File: src/rtl/rr_mux_arbiter.sv
// Purpose : round-robin arbiter driving the select of a shared N:1 bit mux, bounded grant length.
// Latency : grant/sel/busy registered, 1 cycle after req is seen; out is combinational (0 cycles).
// Backpr. : none; req is level-sensitive and unlatched, a holder keeps the grant up to HOLD cycles.
//
// Ports:
//   clk   - rising-edge clock
//   rst_n - asynchronous active-low reset
//   req   - per-requester request level [N]
//   in    - per-requester data bit [N]
//   sel   - registered mux select (index of current/last grantee) [M]
//   gnt   - registered one-hot grant, zero when idle [N]
//   busy  - registered, high while a grant is active
//   out   - in[sel] while busy, else 0
module rr_mux_arbiter #(
    parameter int N    = 8,
    parameter int HOLD = 4,
    localparam int M   = $clog2(N),
    localparam int C   = $clog2(HOLD + 1)
) (
    input  logic         clk,
    input  logic         rst_n,
    input  logic [N-1:0] req,
    input  logic [N-1:0] in,
    output logic [M-1:0] sel,
    output logic [N-1:0] gnt,
    output logic         busy,
    output logic         out
);

    typedef enum logic {
        IDLE  = 1'b0,
        GRANT = 1'b1
    } state_t;

    state_t       state_q, state_d;
    logic [M-1:0] sel_q, sel_d;
    logic [N-1:0] gnt_q, gnt_d;
    logic [M-1:0] ptr_q, ptr_d;
    logic [C-1:0] cnt_q, cnt_d;

    // Index increment modulo N; N need not be a power of two, so the
    // natural M-bit wrap cannot be relied on.
    function automatic logic [M-1:0] inc_mod(input logic [M-1:0] v);
        if (v == M'(N - 1)) begin
            return '0;
        end
        return v + 1'b1;
    endfunction

    always_ff @(posedge clk or negedge rst_n) begin
        if (!rst_n) begin
            state_q <= IDLE;
            sel_q   <= '0;
            gnt_q   <= '0;
            ptr_q   <= '0;
            cnt_q   <= '0;
        end else begin
            state_q <= state_d;
            sel_q   <= sel_d;
            gnt_q   <= gnt_d;
            ptr_q   <= ptr_d;
            cnt_q   <= cnt_d;
        end
    end

    logic         busy_w;
    logic         release_w;
    logic [M-1:0] base;
    logic         found;
    logic [M-1:0] win;
    int           sum;

    assign busy_w    = (state_q == GRANT);
    // A grant ends when the holder drops its request or has used all HOLD cycles.
    assign release_w = busy_w && (!req[sel_q] || (cnt_q == C'(HOLD)));
    // After a release the holder goes to the back of the line, so the scan
    // starts just past it; from idle it starts at the rotating pointer.
    assign base      = release_w ? inc_mod(sel_q) : ptr_q;

    // Circular priority scan starting at base.
    always_comb begin
        found = 1'b0;
        win   = '0;
        sum   = 0;
        for (int j = 0; j < N; j++) begin
            sum = int'(base) + j;
            if (sum >= N) begin
                sum = sum - N;
            end
            if (!found && req[sum[M-1:0]]) begin
                found = 1'b1;
                win   = sum[M-1:0];
            end
        end
    end

    always_comb begin
        state_d = state_q;
        sel_d   = sel_q;
        gnt_d   = gnt_q;
        ptr_d   = ptr_q;
        cnt_d   = cnt_q;
        case (state_q)
            IDLE: begin
                if (found) begin
                    state_d    = GRANT;
                    sel_d      = win;
                    gnt_d      = '0;
                    gnt_d[win] = 1'b1;
                    cnt_d      = C'(1);
                    ptr_d      = inc_mod(win);
                end
            end
            GRANT: begin
                if (release_w) begin
                    // Handoff happens on the same edge as the release: no idle bubble.
                    if (found) begin
                        state_d    = GRANT;
                        sel_d      = win;
                        gnt_d      = '0;
                        gnt_d[win] = 1'b1;
                        cnt_d      = C'(1);
                        ptr_d      = inc_mod(win);
                    end else begin
                        // sel and ptr keep their values so sel still names the last grantee.
                        state_d = IDLE;
                        gnt_d   = '0;
                        cnt_d   = '0;
                    end
                end else begin
                    cnt_d = cnt_q + 1'b1;
                end
            end
            default: begin
                state_d = IDLE;
                gnt_d   = '0;
                cnt_d   = '0;
            end
        endcase
    end

    assign sel  = sel_q;
    assign gnt  = gnt_q;
    assign busy = busy_w;
    assign out  = busy_w ? in[sel_q] : 1'b0;

endmodule

File: config.mk
export PLATFORM = sky130hd
export DESIGN_NAME = rr_mux_arbiter
export DESIGN_NICKNAME = d
export VERILOG_FILES = /design/src/rtl/rr_mux_arbiter.sv
export SDC_FILE = /design/constraint.sdc
export NUM_CORES = 1
export LEC_CHECK = 0
export CAP_MARGIN = 20
export CORE_ASPECT_RATIO = 0.8
export CORE_UTILIZATION = 55
export CTS_CLUSTER_DIAMETER = 40
export DETAILED_ROUTE_END_ITERATION = 8
export GPL_TIMING_DRIVEN = 0
export PLACE_DENSITY = 0.8
export SYNTH_ARGS = -nofsm -noshare
export SYNTH_HDL_FRONTEND = slang
export SYNTH_SLANG_ARGS = --single-unit
export TNS_END_PERCENT = 50
File: constraint.sdc
create_clock -name clk -period 11.1 [get_ports clk]
set_input_delay 1.11 -clock clk [delete_from_list [all_inputs] [get_ports clk]]
set_output_delay 1.11 -clock clk [all_outputs]
set_load 0.1 [all_outputs]
==> summary.md, run 1 <==
| Metric | Value |
|---|---|
| # DRC | `0` |
| Register bit count reported by yosys | `18` |
| Register area | `~450 sq um` |
| Cts bufs inserted | `3` |
| Simple-Gate Fraction of Synth Area | `0.2018` |
| CP Class | `primary input to flop` |
| Crit end category | `flop` |
| DR WL/cell | `17.09 microns` |
| Starting density of the core | `0.5907` |
| Fillers | `335` |
| Post-synthesis xor/xnor area fraction | `0.01845` |
| Fmax | `about 170 MHz` |
| Crit-path max cell delay | `0.67 ns` |
| Top cell type's share of synthesized area | `0.1953` |
| Cts repair resizes | `0` |
| Remaining antenna violation count | `0` |
| Die area | `4457 sq um` |
| Vias | `between 2000 and 2500` |
| Synth area leaders | `dfrtp_1, mux2i_1, mux4_2` |
| Area growth syn-to-layout | `17.36%` |
| Maximum clock path buffer count | `2` |
| Mapped Area | `approximately 2300 sq um` |
| Crit start category | `primary input` |
| Post-synth cell types | `66` |
| Post-synth EDFFs | `0` |
| Number of global-route vias before repair | `slightly above 2000` |
| Clock-pin slew on the worst setup and hold paths | `around 0.060 ns` |
| Setup Skew | `0.002017 ns` |
| Share of layout cells above drive strength 1 | `0.1344` |
| DRT Wirelength | `~6.2 mm` |
| Final Hold Fails | `0` |
| CP required | `roughly 11 ns` |
| Crit share post-route | `0.5271` |
| Commonest non-fill, non-tap cell in the layout | `nand2_1` |
| Status | `completed` |
| Initial DRC count | `243` |
| Number of core rows | `20` |
| WP data arrival | `between 5 and 6 ns` |
| Largest fanout on the critical path | `10` |
| H-tree depth | `1` |
| Setup Buffers After CTS | `0` |
| DRT Pass-1 Iters | `5` |
| Post-DP HPWL | `about 4.7 mm` |
| Total GRT Usage | `0.2888` |
| Largest net degree at the start of global routing | `19` |
| IO buf count | `29` |
| # nets final | `332` |
| Dominant synthesized flop cell | `dfrtp_1` |
| CP max stage cell | `clkdlybuf4s50_1` |
| Minimum clock period | `slightly below 6 ns` |
| Initial antenna violation count | `0` |
| Non-Filler Instances | `between 300 and 400` |
| Ys async rst share | `1.000` |
| RePlAce Congestion | `around 0.93` |
| Setup TNS Final | `0 ns` |
| First-pass GRT wire length | `~9.7 mm` |
| Clock Root Buffer | `clkbuf_8` |
| Setup violators final | `0` |
| Chip width | `74.40 microns` |
| Flop2flop setup slack | `around 6.1 ns` |
| Vias per cell | `around 6.6` |
| GRT overflow | `0` |
| Dominant cell type by area after synthesis | `dfrtp_1` |
| Cell repeated most along the worst path | `mux2_2` |
| Area of the core | `3904 sq um` |
| I/O Pins | `31` |
| Clock sink count | `18` |
| Placed Cells | `roughly 360` |
| Synth Net Count | `between 200 and 300` |
| Post-synthesis compound-gate area fraction | `0.3353` |
| RSZ-0062 raised after global routing | `false` |
| Post-synthesis mux area share | `0.1660` |
| ANT cells | `0` |
| Slew Viols, Final | `0` |
| Post-Synth Adder-Cell Area | `0.03798` |
| Die Ht | `~60 microns` |
| Seq/Total Area, Yosys | `0.1953` |
| Largest family of logic cells by synthesized area | `compound AO/OA/AOI/OAI gates` |
| Max-cap viol count | `0` |
| Crit-path cells | `clkdlybuf4s50_1, mux2_2, o221ai_2, o21ai_4, mux2_2, inv_1, ha_1, buf_1, clkinv_1, mux4_2, and3_4, a21o_1, a32oi_2, inv_2, ha_1, mux2_2` |
| Relative slew margins | `0.3425` |
| Commonest non-fill, non-tap cells in the layout | `nand2_1, clkdlybuf4s50_1, dfrtp_1` |
| CTS tree | `done` |
| Worst min path class | `flop to flop` |
| Final Cell Area | `2706 sq um` |
| Synth warn | `0` |
| Synth Area per Inst | `roughly 8.4 sq um` |
| Post-DP Area | `roughly 2700 sq um` |
| Clock Latency Late Sink | `0.25 ns` |
| Hold Buf Count CTS | `0` |
| Slew @ Worst Pin | `between 0.9 and 1 ns` |
| Multi-input gate area | `1752 sq um` |
| Synthesized instance count | `273` |
final timing paths:
check                             from  endpoint  depth (start not counted)
max in group asynchronous        rst_n    gnt[4]                          1
min in group asynchronous        rst_n    sel[1]                          1
worst max register to register  sel[1]  ptr_q[1]                         15
worst min register to register  gnt[4]    gnt[4]                          2
worst max-delay path            req[3]  ptr_q[1]                         16
worst min-delay path            gnt[4]    gnt[4]                          2
cell usage after synthesis, types with 2 or more instances:
library cell and n:
a211oi_1 3, a21o_1 4, a21oi_1 14, a221oi_1 3, a22o_1 8, a31oi_1 8
a32oi_1 2, buf_2 4, clkbuf_1 3, dfrtp_1 18, ha_1 7, inv_1 12
mux2_2 7, mux2i_1 14, mux4_2 6, nand2_1 31, nand2b_1 9, nand3_1 6
nor2_1 17, nor2b_1 7, nor3_1 8, nor3b_2 2, o211ai_1 4, o21ai_0 14
o21bai_1 4, o221ai_1 7, o22ai_1 3, o311ai_0 2, o31ai_1 6, o32ai_1 3
xnor2_1 2
cells by family after synthesis:
logic type               count (synthesis)
adder cells (fa/ha/maj)                  7
XOR/XNOR                                 4
multiplexers                            29
AND/OR/NAND/NOR                         90
AO/OA/AOI/OAI                          101
buffers and inverters                   24
flip-flops                              18
state kept, by name (all words and copies together) (netlist names):
signal and cells:
gnt 8, busy 1, ptr_q 3, sel 3, cnt_q 3
metal layers:
layer,up-vias,routed length [microns],global-route usage
met1,1132,2954,0.4286
met3,10,402,0.05228
met2,104,2737,0.4427
met4,0,58,0.04852
met5,-,0,0
li1,1133,-,-
final cells by class:
class,instances,share of cell area
flip-flops and latches,18,0.1664
multi-input cells,231,0.6472
plain buffers,10,0.01896
inverters,14,0.01942
well taps,55,0.02543
clock buffers,3,0.01526
repair buffers,29,0.1073
critical path, delay by kind of cell:
| family | cells | cell delay, ns |
|---|---|---|
| AO/OA/AOI/OAI | 4 | 1.01 |
| AND/OR/NAND/NOR | 1 | 0.24 |
| buffers and inverters | 5 | 1.60 |
| adder cells (fa/ha/maj) | 2 | 0.45 |
| multiplexers | 4 | 1.56 |
stage by stage:
step	hold slack [ns]	util	setup WS [ns]
floorplan	0.4565	-	6.103
global placement	0.4620	0.6827	5.063
detailed placement	0.4783	0.6827	5.049
CTS	0.4923	0.6933	5.306
global route	0.5232	0.6933	4.966
finish	0.4862	0.6933	5.249
Power of run 1 is not shown: default switching activity piles up to over one toggle a cycle in this logic, so the estimate is an artifact.
==> run 2, diff against run 1 <==
CORE_UTILIZATION = 51   (was 55)
PLACE_DENSITY = 0.78   (was 0.8)
clock period = 5.1 ns   (was 11.1 ns; I/O delays follow)
==> run 2 against run 1 <==
Via count increased by 1.3%. Clock skew about the same. Highest routed layer unchanged. Wire length increased by 7.2%. Non-clock buffer count up 2. Die area up 7.6%. Flip-flop and latch count did not move. Critical path depth unchanged. First-iteration DRC count down 4.1%. Register-to-register slack worse by 5.8 ns.
==> summary.md, run 2 (same netlist as run 1, synthesis figures left out) <==
| Metric | Value |
|---|---|
| Status | `completed` |
| Setup crit end | `ptr_q[1]` |
| Worst r2r path cells | `14 (-1)` |
| Final Util | `0.6526 (-0.04071)` |
| CTS tree | `done` |
| GRT overflow | `0 (unchanged)` |
| H-tree depth | `1 (unchanged)` |
| Total GRT Usage | `0.2811 (-0.007621)` |
| Maximum clock path buffer count | `2 (unchanged)` |
| Commonest non-fill, non-tap cells in the layout | `nand2_1, clkdlybuf4s50_1, dfrtp_1` |
| WP data arrival | `5.05 ns (-0.94 ns)` |
| Remaining antenna violation count | `0 (unchanged)` |
| Cts bufs inserted | `3 (unchanged)` |
| Crit start category | `primary input` |
| Max reg flops | `8 (unchanged)` |
| RePlAce Congestion | `0.9762 (+4.7%)` |
| Area of the core | `4257 sq um (+9.0%)` |
| Setup violators final | `0 (unchanged)` |
| Clock sink count | `18 (unchanged)` |
| DRT Pass-1 Iters | `5 (unchanged)` |
| Clock Latency Late Sink | `0.26 ns (about the same)` |
| Slew Viols, Final | `0 (unchanged)` |
| Reg2Reg Launch Point | `sel[1]` |
| I/O Pins | `31 (unchanged)` |
| Largest fanout on the critical path | `7 (-3)` |
| Clock-pin slew on the worst setup and hold paths | `0.07 ns (about the same)` |
| DRT Wirelength | `6.592 mm (+7.2%)` |
| Setup Skew | `0.002384 ns (+0.0003672 ns)` |
| Post-DP HPWL | `4.759 mm (+0.94%)` |
| Die Ht | `62.14 microns (+3.7%)` |
| Initial DRC count | `233 (-4.1%)` |
| Relative slew margins | `0.3443 (+0.001772)` |
| Vias per cell | `6.605 (about the same)` |
| ANT cells | `0 (unchanged)` |
| Worst min path class | `flop to flop` |
| Hold Buf Count CTS | `0 (unchanged)` |
| Crit end category | `flop` |
| Chip width | `77.18 microns (+3.7%)` |
| IO buf count | `29 (unchanged)` |
| Max-cap viol count | `0 (unchanged)` |
| DR WL/cell | `18.06 microns (+5.7%)` |
| Crit share post-route | `0.9616` |
| Starting density of the core | `0.5417 (-0.04896)` |
| Flop2flop setup slack | `0.35 ns (-5.79 ns)` |
| First-pass GRT wire length | `10.85 mm (+11%)` |
| Fillers | `394 (+18%)` |
| Vias | `2411 (+1.3%)` |
| Fmax | `about 200 MHz` |
| Cell count of the worst hold path | `2 (unchanged)` |
| Area growth syn-to-layout | `20.46%` |
| Critical path startpoint | `req[4]` |
| Number of global-route vias before repair | `2269 (+11%)` |
| Slew @ Worst Pin | `0.9805 ns (-0.002649 ns)` |
| Commonest non-fill, non-tap cell in the layout | `nand2_1` |
| Initial antenna violation count | `0 (unchanged)` |
| CP required | `5.24 ns (-6.00 ns)` |
| RSZ-0062 raised after global routing | `false` |
| Number of core rows | `21 (+5.0%)` |
| Largest net degree at the start of global routing | `19 (unchanged)` |
| # DRC | `0 (unchanged)` |
| # nets final | `334 (+0.60%)` |
| Clock Root Buffer | `clkbuf_8` |
| R2R Path End | `ptr_q[1]` |
| Minimum clock period | `~4.9 ns` |
| Die area | `4796 sq um (+7.6%)` |
| Share of layout cells above drive strength 1 | `0.1558 (+0.02142)` |
| Final Hold Fails | `0 (unchanged)` |
| CP Class | `primary input to flop` |
-- run 2: area by class of cell --
| class | count | area (sq um) | share of cell area |
|---|---|---|---|
| multi-input combinational | 231 | 1784 | 0.6423 |
| buffer | 9 | 47.55 | 0.01712 |
| inverter | 14 | 53.80 | 0.01937 |
| timing repair buffer | 32 | 315.3 | 0.1135 |
| tap | 57 | 71.32 | 0.02568 |
| clock buffer | 4 | 55.05 | 0.01982 |
| sequential | 18 | 450.4 | 0.1622 |
-- run 2: through the flow --
stage	hold slack [ns]	TNS (ns)	setup WS, ns	cell area [sq um]	std cells
floorplan	0.2144	0	0.1558	2306	273
global placement	0.4613	-1.008	-0.3710	2668	359
detailed placement	0.4699	-1.264	-0.3795	2668	359
CTS	0.4852	0	0.04766	2746	366
global route	0.5223	0	0.03040	2778	365
finish	0.4836	0	0.1960	2778	365
-- run 2: critical path, cell delays in order --
cell	delay, ns
clkdlybuf4s50_1	0.59
mux2i_1	0.16
a22o_1	0.31
o21ai_4	0.18
mux2_2	0.43
inv_1	0.16
ha_1	0.31
xnor2_4	0.18
mux4_2	0.61
a211oi_2	0.27
o211ai_1	0.14
a21o_1	0.18
a32oi_2	0.29
inv_2	0.14
ha_1	0.31
mux2_2	0.25
-- run 2: layer usage --
metal  part of all wire  vias to the layer above  global-route usage
li1                   -                     1140                   -
met1               0.46                     1147              0.4020
met2               0.43                      112              0.4358
met3              0.087                       12             0.05735
met4              0.015                        0             0.06132
met5                  0                        -                   0
-- run 2: how the worst min path moves through the flow --
stage / end / from
4_1_cts: gnt[0] / gnt[0]
2_1_floorplan: busy / rst_n
3_3_place_gp: gnt[4] / gnt[4]
3_5_place_dp: gnt[4] / gnt[4]
5_1_grt: cnt_q[2] / cnt_q[2]
6_report: gnt[4] / gnt[4]
-- run 2: timing repair --
action / in CTS / in global routing
resized for setup: 1 / 5
setup endpoints to repair: 2 / 4
setup buffers: 3 / 0
pin swaps: 1 / 0
Power of run 2 is left out for the same reason.
